File: src/rtl/instruction_fetch_unit.sv
// IF stage: owns the PC, fetches over the READ/BUSYWAIT handshake and feeds IF/ID,
// bubbling on wait states, stalls and redirects. Optional IFU_PERF_COUNTERS_EN adds counters.
module instruction_fetch_unit #(
  parameter logic [31:0] RESET_PC  = 32'h0000_0000,
  parameter logic [31:0] NOP_INSTR = 32'h0000_0013
) (
  input  logic        CLK,
  input  logic        RESETN,
  input  logic        STALL,
  input  logic        BRANCH_TAKEN,
  input  logic [31:0] BRANCH_TARGET,
  output logic        IMEM_READ,
  output logic [31:0] IMEM_ADDR,
  input  logic [31:0] IMEM_READDATA,
  input  logic        IMEM_BUSYWAIT,
  output logic [31:0] INSTRUCTION,
  output logic [31:0] PC_OUT,
  output logic [31:0] PC_PLUS4,
  output logic        VALID
`ifdef IFU_PERF_COUNTERS_EN
  ,
  output logic [31:0] FETCH_COUNT,
  output logic [31:0] WAIT_COUNT
`endif
);

  localparam int unsigned XLEN = 32;
  localparam logic [XLEN-1:0] WORD_BYTES = XLEN'(4);

  typedef enum logic [1:0] {IDLE, FETCH, HOLD} state_t;

  state_t          state_q, state_d;
  logic [XLEN-1:0] pc_q, pc_d;
  logic [XLEN-1:0] skid_q, skid_d;
  logic            kill_q, kill_d;
  logic            read_d;
  logic [XLEN-1:0] addr_d, instr_d, pc_out_d;
  logic            valid_d;
  logic            pending, complete, deliver;
  logic            unused_target_lsbs;

  assign unused_target_lsbs = ^BRANCH_TARGET[1:0];
  assign PC_PLUS4 = PC_OUT + WORD_BYTES;

  // State and output registers
  always_ff @(posedge CLK or negedge RESETN) begin
    if (!RESETN) begin
      state_q     <= IDLE;
      pc_q        <= RESET_PC;
      skid_q      <= NOP_INSTR;
      kill_q      <= 1'b0;
      IMEM_READ   <= 1'b0;
      IMEM_ADDR   <= RESET_PC;
      INSTRUCTION <= NOP_INSTR;
      PC_OUT      <= RESET_PC;
      VALID       <= 1'b0;
    end else begin
      state_q     <= state_d;
      pc_q        <= pc_d;
      skid_q      <= skid_d;
      kill_q      <= kill_d;
      IMEM_READ   <= read_d;
      IMEM_ADDR   <= addr_d;
      INSTRUCTION <= instr_d;
      PC_OUT      <= pc_out_d;
      VALID       <= valid_d;
    end
  end

  // Next-state and next-output logic; redirect outranks stall and completion
  always_comb begin
    state_d  = state_q;
    pc_d     = pc_q;
    skid_d   = skid_q;
    kill_d   = kill_q;
    read_d   = IMEM_READ;
    addr_d   = IMEM_ADDR;
    instr_d  = INSTRUCTION;
    pc_out_d = PC_OUT;
    valid_d  = VALID;
    deliver  = 1'b0;
    pending  = IMEM_READ & IMEM_BUSYWAIT;
    complete = IMEM_READ & ~IMEM_BUSYWAIT;

    if (BRANCH_TAKEN) begin
      pc_d    = {BRANCH_TARGET[XLEN-1:2], 2'b00};
      instr_d = NOP_INSTR;
      valid_d = 1'b0;
      state_d = FETCH;
      if (pending) begin
        // Address must stay stable; the in-flight word is dropped when it lands
        kill_d = 1'b1;
      end else begin
        kill_d = 1'b0;
        read_d = 1'b1;
        addr_d = pc_d;
      end
    end else begin
      case (state_q)
        IDLE: begin
          state_d = FETCH;
          read_d  = 1'b1;
          addr_d  = pc_q;
        end
        FETCH: begin
          if (complete) begin
            if (kill_q) begin
              kill_d = 1'b0;
              addr_d = pc_q;
              if (!STALL) begin
                instr_d = NOP_INSTR;
                valid_d = 1'b0;
              end
            end else if (STALL) begin
              skid_d  = IMEM_READDATA;
              read_d  = 1'b0;
              state_d = HOLD;
            end else begin
              instr_d  = IMEM_READDATA;
              pc_out_d = pc_q;
              valid_d  = 1'b1;
              deliver  = 1'b1;
              pc_d     = pc_q + WORD_BYTES;
              addr_d   = pc_q + WORD_BYTES;
            end
          end else if (!STALL) begin
            instr_d = NOP_INSTR;
            valid_d = 1'b0;
          end
        end
        HOLD: begin
          if (!STALL) begin
            instr_d  = skid_q;
            pc_out_d = pc_q;
            valid_d  = 1'b1;
            deliver  = 1'b1;
            pc_d     = pc_q + WORD_BYTES;
            read_d   = 1'b1;
            addr_d   = pc_q + WORD_BYTES;
            state_d  = FETCH;
          end
        end
        default: begin
          state_d = IDLE;
          read_d  = 1'b0;
        end
      endcase
    end
  end

`ifdef IFU_PERF_COUNTERS_EN
  // Delivered-instruction and memory-wait-cycle counters
  always_ff @(posedge CLK or negedge RESETN) begin
    if (!RESETN) begin
      FETCH_COUNT <= '0;
      WAIT_COUNT  <= '0;
    end else begin
      if (deliver) FETCH_COUNT <= FETCH_COUNT + XLEN'(1);
      if (pending) WAIT_COUNT  <= WAIT_COUNT + XLEN'(1);
    end
  end
`else
  logic unused_deliver;
  assign unused_deliver = deliver;
`endif

endmodule

File: config.mk
export PLATFORM = sky130hd
export DESIGN_NAME = instruction_fetch_unit
export DESIGN_NICKNAME = d
export VERILOG_FILES = /design/src/rtl/instruction_fetch_unit.sv
export SDC_FILE = /design/constraint.sdc
export NUM_CORES = 1
export LEC_CHECK = 0
export ABC_AREA = 1
export CORE_MARGIN = 5
export CORE_UTILIZATION = 50
export DETAILED_ROUTE_END_ITERATION = 10
export GPL_TIMING_DRIVEN = 0
export PLACE_DENSITY = 0.89
export SLEW_MARGIN = 25
export SYNTH_ARGS = -nofsm -noshare
export SYNTH_HDL_FRONTEND = slang
export SYNTH_SLANG_ARGS = --single-unit
File: constraint.sdc
create_clock -name CLK -period 3.3 [get_ports CLK]
set_clock_uncertainty 0.1 [all_clocks]
set_input_delay 0.33 -clock CLK [delete_from_list [all_inputs] [get_ports CLK]]
set_output_delay 0.33 -clock CLK [all_outputs]
set_load 0.01 [all_outputs]
## After elaboration in Yosys (flattened, before gate mapping)

Cells that the tools add are included.

| storage, ports and cells | value |
|---|---|
| memories | 0 |
| memory bits (read-only) | 0 |
| input port bits | 69 |
| register bits after elaboration | 165 |
| output and inout port bits | 130 |
| logic and storage cells | 85 |
| latch bits | 0 |
| RAM bits | 0 |

| operators by class | value |
|---|---|
| multiply operators | 0 |
| equal/unequal tests | 10 |
| magnitude comparators | 0 |
| shift operators | 0 |
| bitwise logic cells | 5 |
| divide/modulo/power cells | 0 |
| reduce and logical (&&, ||, !) cells | 14 |
| add/subtract/negate cells | 2 |
| multiplexer cells | 45 |

Operators with widths:

| kind | count |
|---|---|
| 32-bit two-way mux | 18 |
| 32-bit one-hot mux with 2 select lines | 3 |
| 32-bit one-hot mux with 3 select lines | 1 |
| 32-bit by 3-bit adder with 32-bit output (second input constant) | 2 |
| 1-bit two-way mux | 15 |
| 3-bit != test (second input constant) | 4 |
| 2-bit two-way mux | 5 |
| 5-bit AND reduction | 2 |
| 3-bit AND reduction | 3 |
| 4-bit AND reduction | 2 |
| 2-bit != test (second input constant) | 3 |
| 2-bit one-hot mux with 3 select lines | 1 |
| 2-bit nonzero test | 3 |
| 5-bit != test (second input constant) | 1 |
| 4-bit nonzero test | 1 |
| 1-bit inverter | 3 |
| 1-bit one-hot mux with 3 select lines | 1 |
| 3-bit nonzero test | 1 |
| 1-bit AND | 2 |
| 2-bit by 1-bit == test with 1-bit output (second input constant) | 1 |
| 2-bit == test (second input constant) | 1 |
| 2-bit logical NOT | 1 |
| 1-bit one-hot mux with 2 select lines | 1 |
| 2-bit AND reduction | 1 |

## Longest topological paths before layout

| depth | value |
|---|---|
| depth in word-level cells | 6 |
| mapped depth | 13 |
| depth with buffers taken out | 13 |

## Worst setup path before layout

OpenSTA, ideal clock, no wires.

| path | value |
|---|---|
| path kind | register to output |
| from | register PC_OUT[2] |
| to | output port PC_PLUS4[30] |
| path buffers | 0 |
| path slack | 1.075 ns |
| arrival | 1.795 ns |
| stages on the path, launching flop included | 11 |
| data required time | 2.870 ns |
| cell sequence | dfrtp_1 -> ha_1 -> nand3_1 -> nor2_2 -> nand2_1 -> nor2_2 -> nand4_2 -> nor2_4 -> nand2_1 -> nor2_1 -> xor2_1 |

| between the ends | value |
|---|---|
| longest elaborated chain between the ends | 1 |

RTL lines:

| element | RTL line | RTL |
|---|---|---|
| start, declared | 17 | `output logic [31:0] PC_OUT,` |
| start signal, assigned | 65 | `PC_OUT <= pc_out_d;` |
| 32-bit by 3-bit adder with 32-bit output | 43 | `assign PC_PLUS4 = PC_OUT + WORD_BYTES;` |
| end, declared | 18 | `output logic [31:0] PC_PLUS4,` |

No other way between the ends.

## Worst setup path in the final report

| path | value |
|---|---|
| from | register PC_OUT[2] |
| to | output port PC_PLUS4[24] |

The elaborated chain is that of the path after synthesis.

==> qor.csv <==
metric,value,unit
Final nets,1641,
P per Cell Area,980,nW/um2
cell chain of the critical path,ha_1 -> nand3_1 -> nor2_2 -> nand2_1 -> nor2_4 -> nand4_4 -> nor2_1 -> nand3_1 -> xor2_1 -> clkdlybuf4s50_1,
HPWL Detailed,25.2,mm
most numerous cell in the Yosys netlist,nand2_1,
synth-to-layout area growth,30.5,%
clock latency on the worst-skew pair,430,ps
core area,18700,um2
Cells after Synth,1351,
CTS tree,built,
IO buf count,191,
RR Startpoint,state_q[0],
Die Height,148,um
Final WS setup,154,ps
max_cap viols,0,
Initial Util,0.509,
Final period util,0.953,
synthesis-stage register bit count,161,
Max clock buf depth,2,
post-CTS setup buffers,0,
"Cell Area, Placed",11800,um2
post-synthesis instance area,9520,um2
hold crit path type,input pin to register,
grt ovf,0,
Avg Inst Size Synth,7.05,um2
"non-filler cells, final",1813,
fill count,1552,
Routed Antenna Nets,0,
detailed-router iteration count before antenna repair,6,
Die W,148,um
Synth Flop Type,dfrtp_1,
Total Routing Usage GR,0.296,
Buf/Inv on CP,1,
Placed Instances,1780,
Worst-path clk slew,70,ps
root buf cell,clkbuf_16,
Worst Tran Pin Value,808,ps
final hold violation count,0,
Crit Path Max Fanout,5,
fin area,12400,um2
ant diodes,0,
distinct cell type count after synthesis,41,
first-pass GRT wire length,51.8,mm
fmax,0.318,GHz
clock buffer count from CTS,17,
vias in the first global route,10000,
Hold Crit Start,BRANCH_TAKEN,
Ports,199,
Peak VDD IR,596,uV
"top cells by area, synth","dfrtp_1 (41%), nand2_1 (16%), o21ai_0 (6.3%)",
layout cells sized above 1,0.0507,
via/cell ratio,5.70,
Tot Pwr,12.2,mW
"Data arrival, critical path",2720,ps
Sink Count,161,
Worst setup SP type,register,
row cnt,50,
Final setup viols,0,
Iter 0 DRT Violations,1044,
Synth top cells by count,"nand2_1 (404), nor2_1 (156), dfrtp_1 (155)",
CP max-delay cell,clkdlybuf4s50_1,
Synth area leader,dfrtp_1,
initial antenna violation count,0,
Critical Path End Type,primary output,
"Seq/Total Area, Yosys",0.424,
DP Worst Slack,478,ps
Synth warnings,0,
DR DRC count,0,
"wirelength, routed",32.9,mm
Critical Path Source,PC_OUT[2],
Placer Congestion,1.00,
Setup CP Type,register to primary output,
fin crit period,3150,ps
largest net degree at the start of global routing,94,
Pleak,5.68,nW
Post-synth EDFFs,0,
die area,21900,um2
Final Max Slew Viols,0,
Slew Limit Headroom,0.461,
ys async rst share,1.00,
H-tree Lvls,4,
Synth top area share,0.407,
status,"finished, final reports clean",
required time of the critical path,2870,ps
Vias,10300,
crit-path leading delay family,simple AND/OR/NAND/NOR gates,
"most used cell, CP",nand3_1,
max incr delay on CP,550,ps
routed length per instance,18.1,um
## through the flow
| step | hold slack, ps | setup TNS, ps | util |
|---|---|---|---|
| floorplan | -65.6 | 0 | - |
| global placement | 350 | -753340 | 0.627 |
| detailed placement | 224 | 0 | 0.629 |
| CTS | 205 | 0 | 0.663 |
| global route | 244 | -3.59 | 0.664 |
| finish | 215 | 0 | 0.664 |
## placed cells by master (no fill, tap or decap), types with 5 or more instances in the layout
cell and count:
clkbuf_1 48, clkbuf_16 17, nor2_1 156, inv_1 118
xnor2_1 7, o2111ai_1 29, dfstp_2 6, a31oi_1 10
ha_1 6, xor2_1 30, inv_6 5, dfrtp_1 154
nand3_1 40, o21ai_0 119, a22oi_1 12, buf_2 19
buf_4 5, a21oi_1 111, o21ai_1 31, clkdlybuf4s50_1 189
nand2_1 404
## registers in the layout, indices dropped and copies added, names as in the netlist
| name | flops |
|---|---|
| skid_q | 32 |
| VALID | 1 |
| kill_q | 1 |
| INSTRUCTION | 32 |
| IMEM_READ | 1 |
| PC_OUT | 30 |
| pc_q | 30 |
| IMEM_ADDR | 32 |
| state_q | 2 |
## where the power goes
group,switching (mW),internal (mW),total [mW]
sequential,0.917,2.93,3.84
clock,0.890,1.22,2.11
combinational,3.64,2.58,6.23
total,5.45,6.73,12.2
## final timing paths
path	to	slack, ps	cells after the start
min reg2reg	skid_q[0]	370	2
max reg2reg	IMEM_ADDR[8]	640	10
min	kill_q	210	5
max in group asynchronous	skid_q[4]	1870	3
min in group asynchronous	INSTRUCTION[27]	340	2
max	PC_PLUS4[24]	150	10
## tightest hold or removal path, delay by kind of cell
kind / cells / cell delay [ps]
and+or+nand+nor: 2 / 120
AOI/OAI and AO/OA: 1 / 60
buffers and inverters: 2 / 190
## routing by layer
metal	track usage	up-vias	share of wire
met5	0	-	0
met4	0.139	0	0.045
met3	0.0699	106	0.11
met2	0.502	642	0.48
met1	0.358	4771	0.37
li1	-	4815	-
## layout make-up
class                   count  area, um2  share of cell area
clock buffers              17        425              0.0342
flip-flops and latches    161       4040               0.325
inverters                 122        458              0.0369
well taps                 234        293              0.0236
clock inverters            15        196              0.0158
multi-input cells         997       4740               0.381
repair buffers            193       1960               0.157
plain buffers              74        320              0.0258
## cells by family (layout without fill, tap and decap cells)
group | Yosys count | count (layout) | synth area share
other | 1 | 4 | 0.000394
buffers and inverters | 196 | 421 | 0.0818
flip-flops | 161 | 161 | 0.424
XOR/XNOR | 37 | 37 | 0.0340
multiplexers | 1 | 1 | 0.00105
AO/OA/AOI/OAI | 323 | 323 | 0.188
AND/OR/NAND/NOR | 626 | 626 | 0.262
adder cells (fa/ha/maj) | 6 | 6 | 0.00789
## what timing repair did
action	in CTS	in global routing
hold buffers	1	0
setup endpoints to repair	0	7
endpoints found under the hold margin	64	0
resized for setup	0	5
(Power assumes the default switching activity.)
